<file path="config.mk">
export PLATFORM = sky130hd
export DESIGN_NAME = shifter_seq
export DESIGN_NICKNAME = d
export VERILOG_FILES = /design/src/rtl/shifter_seq.sv
export SDC_FILE = /design/constraint.sdc
export NUM_CORES = 1
export LEC_CHECK = 0
export BUFFER_PORTS_ARGS = -buffer_cell sky130_fd_sc_hd__buf_2
export CELL_PAD_IN_SITES_DETAIL_PLACEMENT = 0
export CELL_PAD_IN_SITES_GLOBAL_PLACEMENT = 1
export CORE_ASPECT_RATIO = 1.25
export CORE_MARGIN = 2
export CORE_UTILIZATION = 46
export CTS_BUF_LIST = sky130_fd_sc_hd__clkbuf_4
export CTS_CLUSTER_SIZE = 28
export DETAILED_ROUTE_END_ITERATION = 7
export PLACE_DENSITY_LB_ADDON = 0.25
export SLEW_MARGIN = 20
export SYNTH_ARGS = -nofsm -noshare
export SYNTH_HDL_FRONTEND = slang
export SYNTH_SLANG_ARGS = --single-unit
</file>
<file path="constraint.sdc">
create_clock -name clk -period 2.25 [get_ports clk]
set_input_delay 0.3375 -clock clk [delete_from_list [all_inputs] [get_ports clk]]
set_output_delay 0.3375 -clock clk [all_outputs]
set_load 0.005 [all_outputs]
</file>
<file path="src/rtl/shifter_seq.sv">
// shifter_seq: iterative shifter that moves one bit position per clock.
// Four ops (rotate-left, shift-left logical, shift-right arithmetic,
// shift-right logical) share one 1-bit step datapath, so an op takes
// max(cnt,1) cycles from accept to result.
//
// Handshake semantics (both sides): a transfer happens on the rising edge
// where valid and ready are both high. The producer must hold its payload
// stable while valid is high and ready is low; ready never depends on valid.
// Here in_ready is high only in IDLE, and out_valid only in DONE, so a
// request can never be accepted on the same edge a result is taken.
module shifter_seq #(
  parameter int N = 16,
  parameter int C = 4,
  parameter int O = 2
) (
  input  logic         clk,
  input  logic         rst_n,
  input  logic         in_valid,
  output logic         in_ready,
  input  logic [N-1:0] in_data,
  input  logic [C-1:0] in_cnt,
  input  logic [O-1:0] in_op,
  output logic         out_valid,
  input  logic         out_ready,
  output logic [N-1:0] out_data
);

  localparam logic [O-1:0] OP_ROL = 0;
  localparam logic [O-1:0] OP_SLL = 1;
  localparam logic [O-1:0] OP_SRA = 2;
  localparam logic [O-1:0] OP_SRL = 3;
  localparam logic [C-1:0] CNT_ONE = 1;

  typedef enum logic [1:0] {
    IDLE  = 2'd0,
    SHIFT = 2'd1,
    DONE  = 2'd2
  } state_t;

  state_t       state;
  logic [N-1:0] work;     // operand being shifted in place
  logic [C-1:0] rem;      // remaining step count, 1..N-1 while in SHIFT
  logic [O-1:0] op;       // op captured at accept, fixed for the whole op
  logic         hold;     // zero-count request: spend one cycle without shifting
  logic [N-1:0] stepped;  // work after one step of the captured op

  // One-bit step of the selected op.
  function automatic logic [N-1:0] step1(input logic [N-1:0] d, input logic [O-1:0] o);
    logic [N-1:0] r;
    r = d;
    case (o)
      OP_ROL:  r = {d[N-2:0], d[N-1]};
      OP_SLL:  r = {d[N-2:0], 1'b0};
      OP_SRA:  r = {d[N-1], d[N-1:1]};
      OP_SRL:  r = {1'b0, d[N-1:1]};
      default: r = d;
    endcase
    return r;
  endfunction

  // Next value of the working register for the current SHIFT cycle.
  always_comb begin
    stepped = work;
    if (!hold) begin
      stepped = step1(work, op);
    end
  end

  // Control FSM with registered handshake outputs and datapath registers.
  // A zero-count request still passes through one SHIFT cycle (with the
  // step masked) so every op obeys latency = max(cnt,1).
  // in_ready resets low and rises on the first edge after reset release.
  always_ff @(posedge clk or negedge rst_n) begin
    if (!rst_n) begin
      state     <= IDLE;
      in_ready  <= 1'b0;
      out_valid <= 1'b0;
      out_data  <= '0;
      work      <= '0;
      rem       <= '0;
      op        <= '0;
      hold      <= 1'b0;
    end else begin
      case (state)
        IDLE: begin
          in_ready <= 1'b1;
          if (in_ready && in_valid) begin
            work     <= in_data;
            op       <= in_op;
            hold     <= (in_cnt == '0);
            rem      <= (in_cnt == '0) ? CNT_ONE : in_cnt;
            in_ready <= 1'b0;
            state    <= SHIFT;
          end
        end
        SHIFT: begin
          in_ready <= 1'b0;
          work     <= stepped;
          rem      <= rem - CNT_ONE;
          if (rem == CNT_ONE) begin
            out_data  <= stepped;
            out_valid <= 1'b1;
            state     <= DONE;
          end
        end
        DONE: begin
          // Result and valid hold until the consumer takes them.
          if (out_ready) begin
            out_valid <= 1'b0;
            in_ready  <= 1'b1;
            state     <= IDLE;
          end
        end
        default: begin
          in_ready  <= 1'b0;
          out_valid <= 1'b0;
          state     <= IDLE;
        end
      endcase
    end
  end

endmodule

</file>
=== Yosys cells after proc, flatten, opt, wreduce, memory -nomap -nowiden ===
Cells that the tools add are included.

* Eq/ne operators: 9
* Bitwise logic cells: 1
* Add/subtract/negate cells: 1
* Reductions and logical operators: 10
* Mux-type cells: 17

{| class="wikitable"
|+ Operator list
! cell !! number
|-
| $pmux W16 S4 || 1
|-
| $mux W16 || 2
|-
| $pmux W16 S2 || 1
|-
| $mux W4 || 2
|-
| $pmux W4 S2 || 1
|-
| $eq A2 B2 Y1 const B || 3
|-
| $mux W2 || 3
|-
| $ne A2 B2 Y1 const B || 3
|-
| $pmux W2 S3 || 1
|-
| $reduce_and A2 Y1 || 3
|-
| $reduce_and A3 Y1 || 2
|-
| $eq A2 B1 Y1 const B || 2
|-
| $eq A4 B1 Y1 const B || 1
|-
| $logic_not A2 Y1 || 2
|-
| $logic_not A4 Y1 || 1
|-
| $mux W1 || 4
|-
| $sub A4 B1 Y4 const B || 1
|-
| $pmux W1 S3 || 1
|-
| $pmux W1 S2 || 1
|-
| $reduce_bool A2 Y1 || 1
|-
| $logic_and A1 B1 Y1 || 1
|-
| $not A1 Y1 || 1
|}

* Input port bits: 26
* Bits in registers: 43

=== Longest topological paths before layout ===
* Word-level depth: 4
* Gate-level depth with buffers: 7
* Mapped depth without buffers: 6

=== Least setup slack after synthesis ===
Ideal clock, no wire load.

* Path type: register to register
* From: register rem[1]
* To: register out_data[0]
* Required time: 2,117 ps
* Cell stages (with the launch flop): 8
* Data arrival time: 1,293 ps
* Buffers on the path: 1
* Setup slack: 824 ps
* Clock period less this slack: 1,426 ps
* Cell sequence: dfrtp_1 inv_1 ha_1 nor3b_1 nand2_1 buf_2 nand2_1 o31ai_1

* Cells in the longest elaborated chain, start to end: 2

{| class="wikitable"
|+ Ends and longest elaborated chain
! what !! line !! text
|-
| from (decl) || 42 || <nowiki>logic [C-1:0] rem;</nowiki>
|-
| from (signal assigned) || 91 || <nowiki>rem <= (in_cnt == '0) ? CNT_ONE : in_cnt;</nowiki>
|-
| from (signal assigned) || 99 || <nowiki>rem <= rem - CNT_ONE;</nowiki>
|-
| $eq A4 B1 Y1 || 100 || <nowiki>if (rem == CNT_ONE) begin</nowiki>
|-
| $reduce_and A2 Y1 (no line) || - ||
|-
| to (signal assigned) || 101 || <nowiki>out_data <= stepped;</nowiki>
|-
| to (decl) || 25 || <nowiki>output logic [N-1:0] out_data</nowiki>
|}

Every way passes these cells.
A chain may end at the register's enable or synchronous reset.

=== Worst setup path in the final report ===
* From: register state[1]
* To: register rem[1]

* Cells in the longest elaborated chain, start to end: 3
* Elaborated cells between the ends (all ways): 6
* Classes of those cells: eq/ne: 2; mux: 1; reduce/logical: 3

{| class="wikitable"
|+ Ends and longest elaborated chain
! what !! line !! text
|-
| from (decl) || 40 || <nowiki>state_t state;</nowiki>
|-
| from (signal assigned) || 75 || <nowiki>state <= IDLE;</nowiki>
|-
| from (signal assigned) || 93 || <nowiki>state <= SHIFT;</nowiki>
|-
| from (signal assigned) || 103 || <nowiki>state <= DONE;</nowiki>
|-
| $eq A2 B1 Y1 / $logic_not A2 Y1 (equally long branches) || 84 || <nowiki>case (state)</nowiki>
|-
| $reduce_bool A2 Y1 (no line) / $ne A2 B2 Y1 (equally long branches) || - ||
|-
| $reduce_and A2 Y1 (no line) || - ||
|}

Parallel ways exist; a longest one is shown, timed or not.

==> summary.txt <==
Clock network
  – CTS tree: yes
  – Sink Count: 43
  – Clk slew on worst S/H paths: 130 ps
  – CTS root buffer: clkbuf_4
  – CTS HTree Levels: 2
  – PostCTS Resize Cnt: 0
  – Maximum buffer depth of the clock tree: 2
  – Worst skew pair latency: 350 ps
  – # hold bufs at CTS: 0
  – CTS buffer count: 5
  – # Post-CTS Setup Buffers: 0

Detailed routing
  – Vias/cell: 5.38
  – Routed vias: 1717
  – M1 WL: 2.06 mm
  – Pre-antenna DRT Iters: 4
  – DR WL/cell: 14.7 µm
  – Initial DRC Count: 151
  – Wire length on met3: 219 µm
  – DRT antenna net count: 0
  – Met2 Routed Length: 2.30 mm
  – Routed wire length: 4.68 mm
  – DRC violations left: 0
  – Top routing layer in use: met4

Timing
  – Setup Total Neg Slack: 0 ps
  – Fin Clk Skew: 13.4 ps
  – Fmax: 0.604 GHz
  – Final period util: 73.6%
  – Slew HR: 57.6%
  – Setup ws final: 594 ps
  – Final Hold Vio Count: 0
  – RSZ-0062 raised after global routing: no
  – Hold slack final: 41.3 ps
  – Final Setup Violations: 0
  – Slew of the pin with the lowest slew margin: 637 ps
  – Max Transition Viols Final: 0
  – Fin crit period: 1660 ps

Synthesis
  – Register bit count reported by yosys: 43
  – Synth async-reset ratio: 100%
  – Cells after synthesis: 218
  – Number of synthesized flops with an enable pin: 0
  – Post-synth top area share: 50.6%
  – Post-synth top area cell: dfrtp_1
  – Count of warnings emitted by yosys: 0
  – Synth unique cells: 34
  – Synth top area cells: dfrtp_1 51%, o21ai_1 7.3%, mux2i_1 6.6%
  – Seq/Total Area, Yosys: 50.6%
  – Synthesized area: 2130 µm²
  – Syn_nets: 246
  – Average size of a mapped cell: 9.76 µm²
  – Synth Flop Type: dfrtp_1

Floorplanning
  – Die width: 64.8 µm
  – Placeable Area: 4430 µm²
  – Die Y: 80.0 µm
  – Boundary Pins: 44
  – Initial core utilization: 48.1%
  – # rows: 27
  – Die area: 5190 µm²

Global route
  – First-pass GRT wire length: 7.81 mm
  – Gr usage total: 19.7%
  – GRT Residual Overflow: 0
  – Vias in the first global route: 1693
  – Pin count of the biggest net entering global routing: 44
  – Initial antenna violation count: 0

Placement
  – Setup Slack @ Placement: 594 ps
  – DP Wirelength: 3.24 mm
  – Final GP Congestion: 0.778
  – PortBufs: 43

Finish
  – Fin nets: 288
  – Multi-input gate area: 972 µm²
  – Ant diodes: 0
  – Layout cells sized above 1: 26.1%
  – Fillers: 403
  – Area growth from synthesis to layout: 15.1%
  – Register cell area after layout: 1080 µm²

Critical path
  – R2r endpoint: rem[1]
  – CP Launch Type: flip-flop
  – FF-to-FF path depth: 4
  – Reg2reg start: state[1]
  – R2R setup slack: 590 ps
  – Worst EP arrival: 1910 ps
  – Crit Path Max Fanout: 15
  – Setup Crit Path Kind: flip-flop to flip-flop
  – Critical path endpoint category: flip-flop
  – CP Data Required Time: 2510 ps

Power and ir drop
  – Tot Pwr: 3.36 mW
  – Lkg Pwr: 1.17 nW
  – PwrDens: 1370 nW/µm²
  – Peak VDD IR: 700 µV

Run status
  – Status: finished clean

Min path
  – Hold Path Class: input pin to asynchronous set/reset pin

Run
  – Max_cap viols: 0
## power by group
part	switching, mW	internal [mW]	leakage (nW)	total [mW]
registers	0.336	1.11	0.546	1.45
logic	0.839	0.702	0.589	1.54
clock network	0.238	0.128	0.0307	0.366
## sequential cells by signal (all words and copies together), names as in the netlist
signal / flops
hold: 1
in_ready: 1
op: 2
out_data: 16
out_valid: 1
rem: 4
state: 2
work: 16
## kinds of logic after synthesis
group	after synthesis	synth area share (%)
compound gates	74	22.7
simple gates	67	14.1
flops	43	50.6
buf+inv	17	4.41
mux	14	6.59
fa+ha+maj	2	1.18
xor+xnor	1	0.412
## metal layers
metal	GRT usage [%]	up-vias
li1	-	854
met1	24.2	807
met2	33.0	46
met3	4.37	10
met4	8.72	0
met5	0	-
## cell usage after synthesis (2+ instances only)
library cell,instances
a21o_1,2
a21oi_1,20
a221o_1,2
a22oi_1,4
a22oi_2,9
buf_2,6
buf_4,4
clkbuf_1,3
dfrtp_1,43
ha_1,2
inv_1,2
mux2i_1,14
nand2_1,33
nor2_1,20
nor2b_1,3
nor3_1,3
o21ai_1,31
## cell type report
cell class | instances | share of cell area [%]
Inverter | 2 | 0.307
Multi-Input combinational cell | 158 | 39.7
Timing Repair Buffer | 50 | 10.9
Clock inverter | 2 | 0.307
Clock buffer | 6 | 1.84
Tap cell | 58 | 2.96
Sequential cell | 43 | 43.9
## worst max path at each step
stage | end | depth (start not counted) | startpoint | slack [ps]
CTS | rem[1] | 4 | state[1] | 560
detailed placement | rem[3] | 4 | state[1] | 590
global placement | rem[1] | 4 | state[1] | 650
global route | work[14] | 5 | state[1] | 470
floorplan | out_data[0] | 7 | rem[1] | 820
finish | rem[1] | 4 | state[1] | 590
## through the flow
stage / util [%] / instance area [µm²] / std cells
after floorplan: - / 2130 / 218
after global placement: 54.1 / 2400 / 311
after detailed placement: 54.1 / 2400 / 311
after CTS: 55.3 / 2450 / 319
after global routing: 55.3 / 2450 / 319
final: 55.3 / 2450 / 319
## worst max-delay path, cell delays in order (launching register included)
cell      delay [ps]
dfrtp_1          490
nand2b_1         560
buf_4            270
nand2_1           70
o221ai_1         190
## layout by cell type, fill, tap and decap left out, types with 3 or more instances in the layout
cell / count
dfrtp_1: 43
buf_2: 43
nand2_1: 33
o21ai_1: 31
nor2_1: 20
a21oi_1: 20
mux2i_1: 14
a22oi_2: 9
buf_4: 7
clkbuf_4: 6
a22oi_1: 4
nor2b_1: 3
nor3_1: 3
No activity file was read; power rests on OpenSTA's default activity.
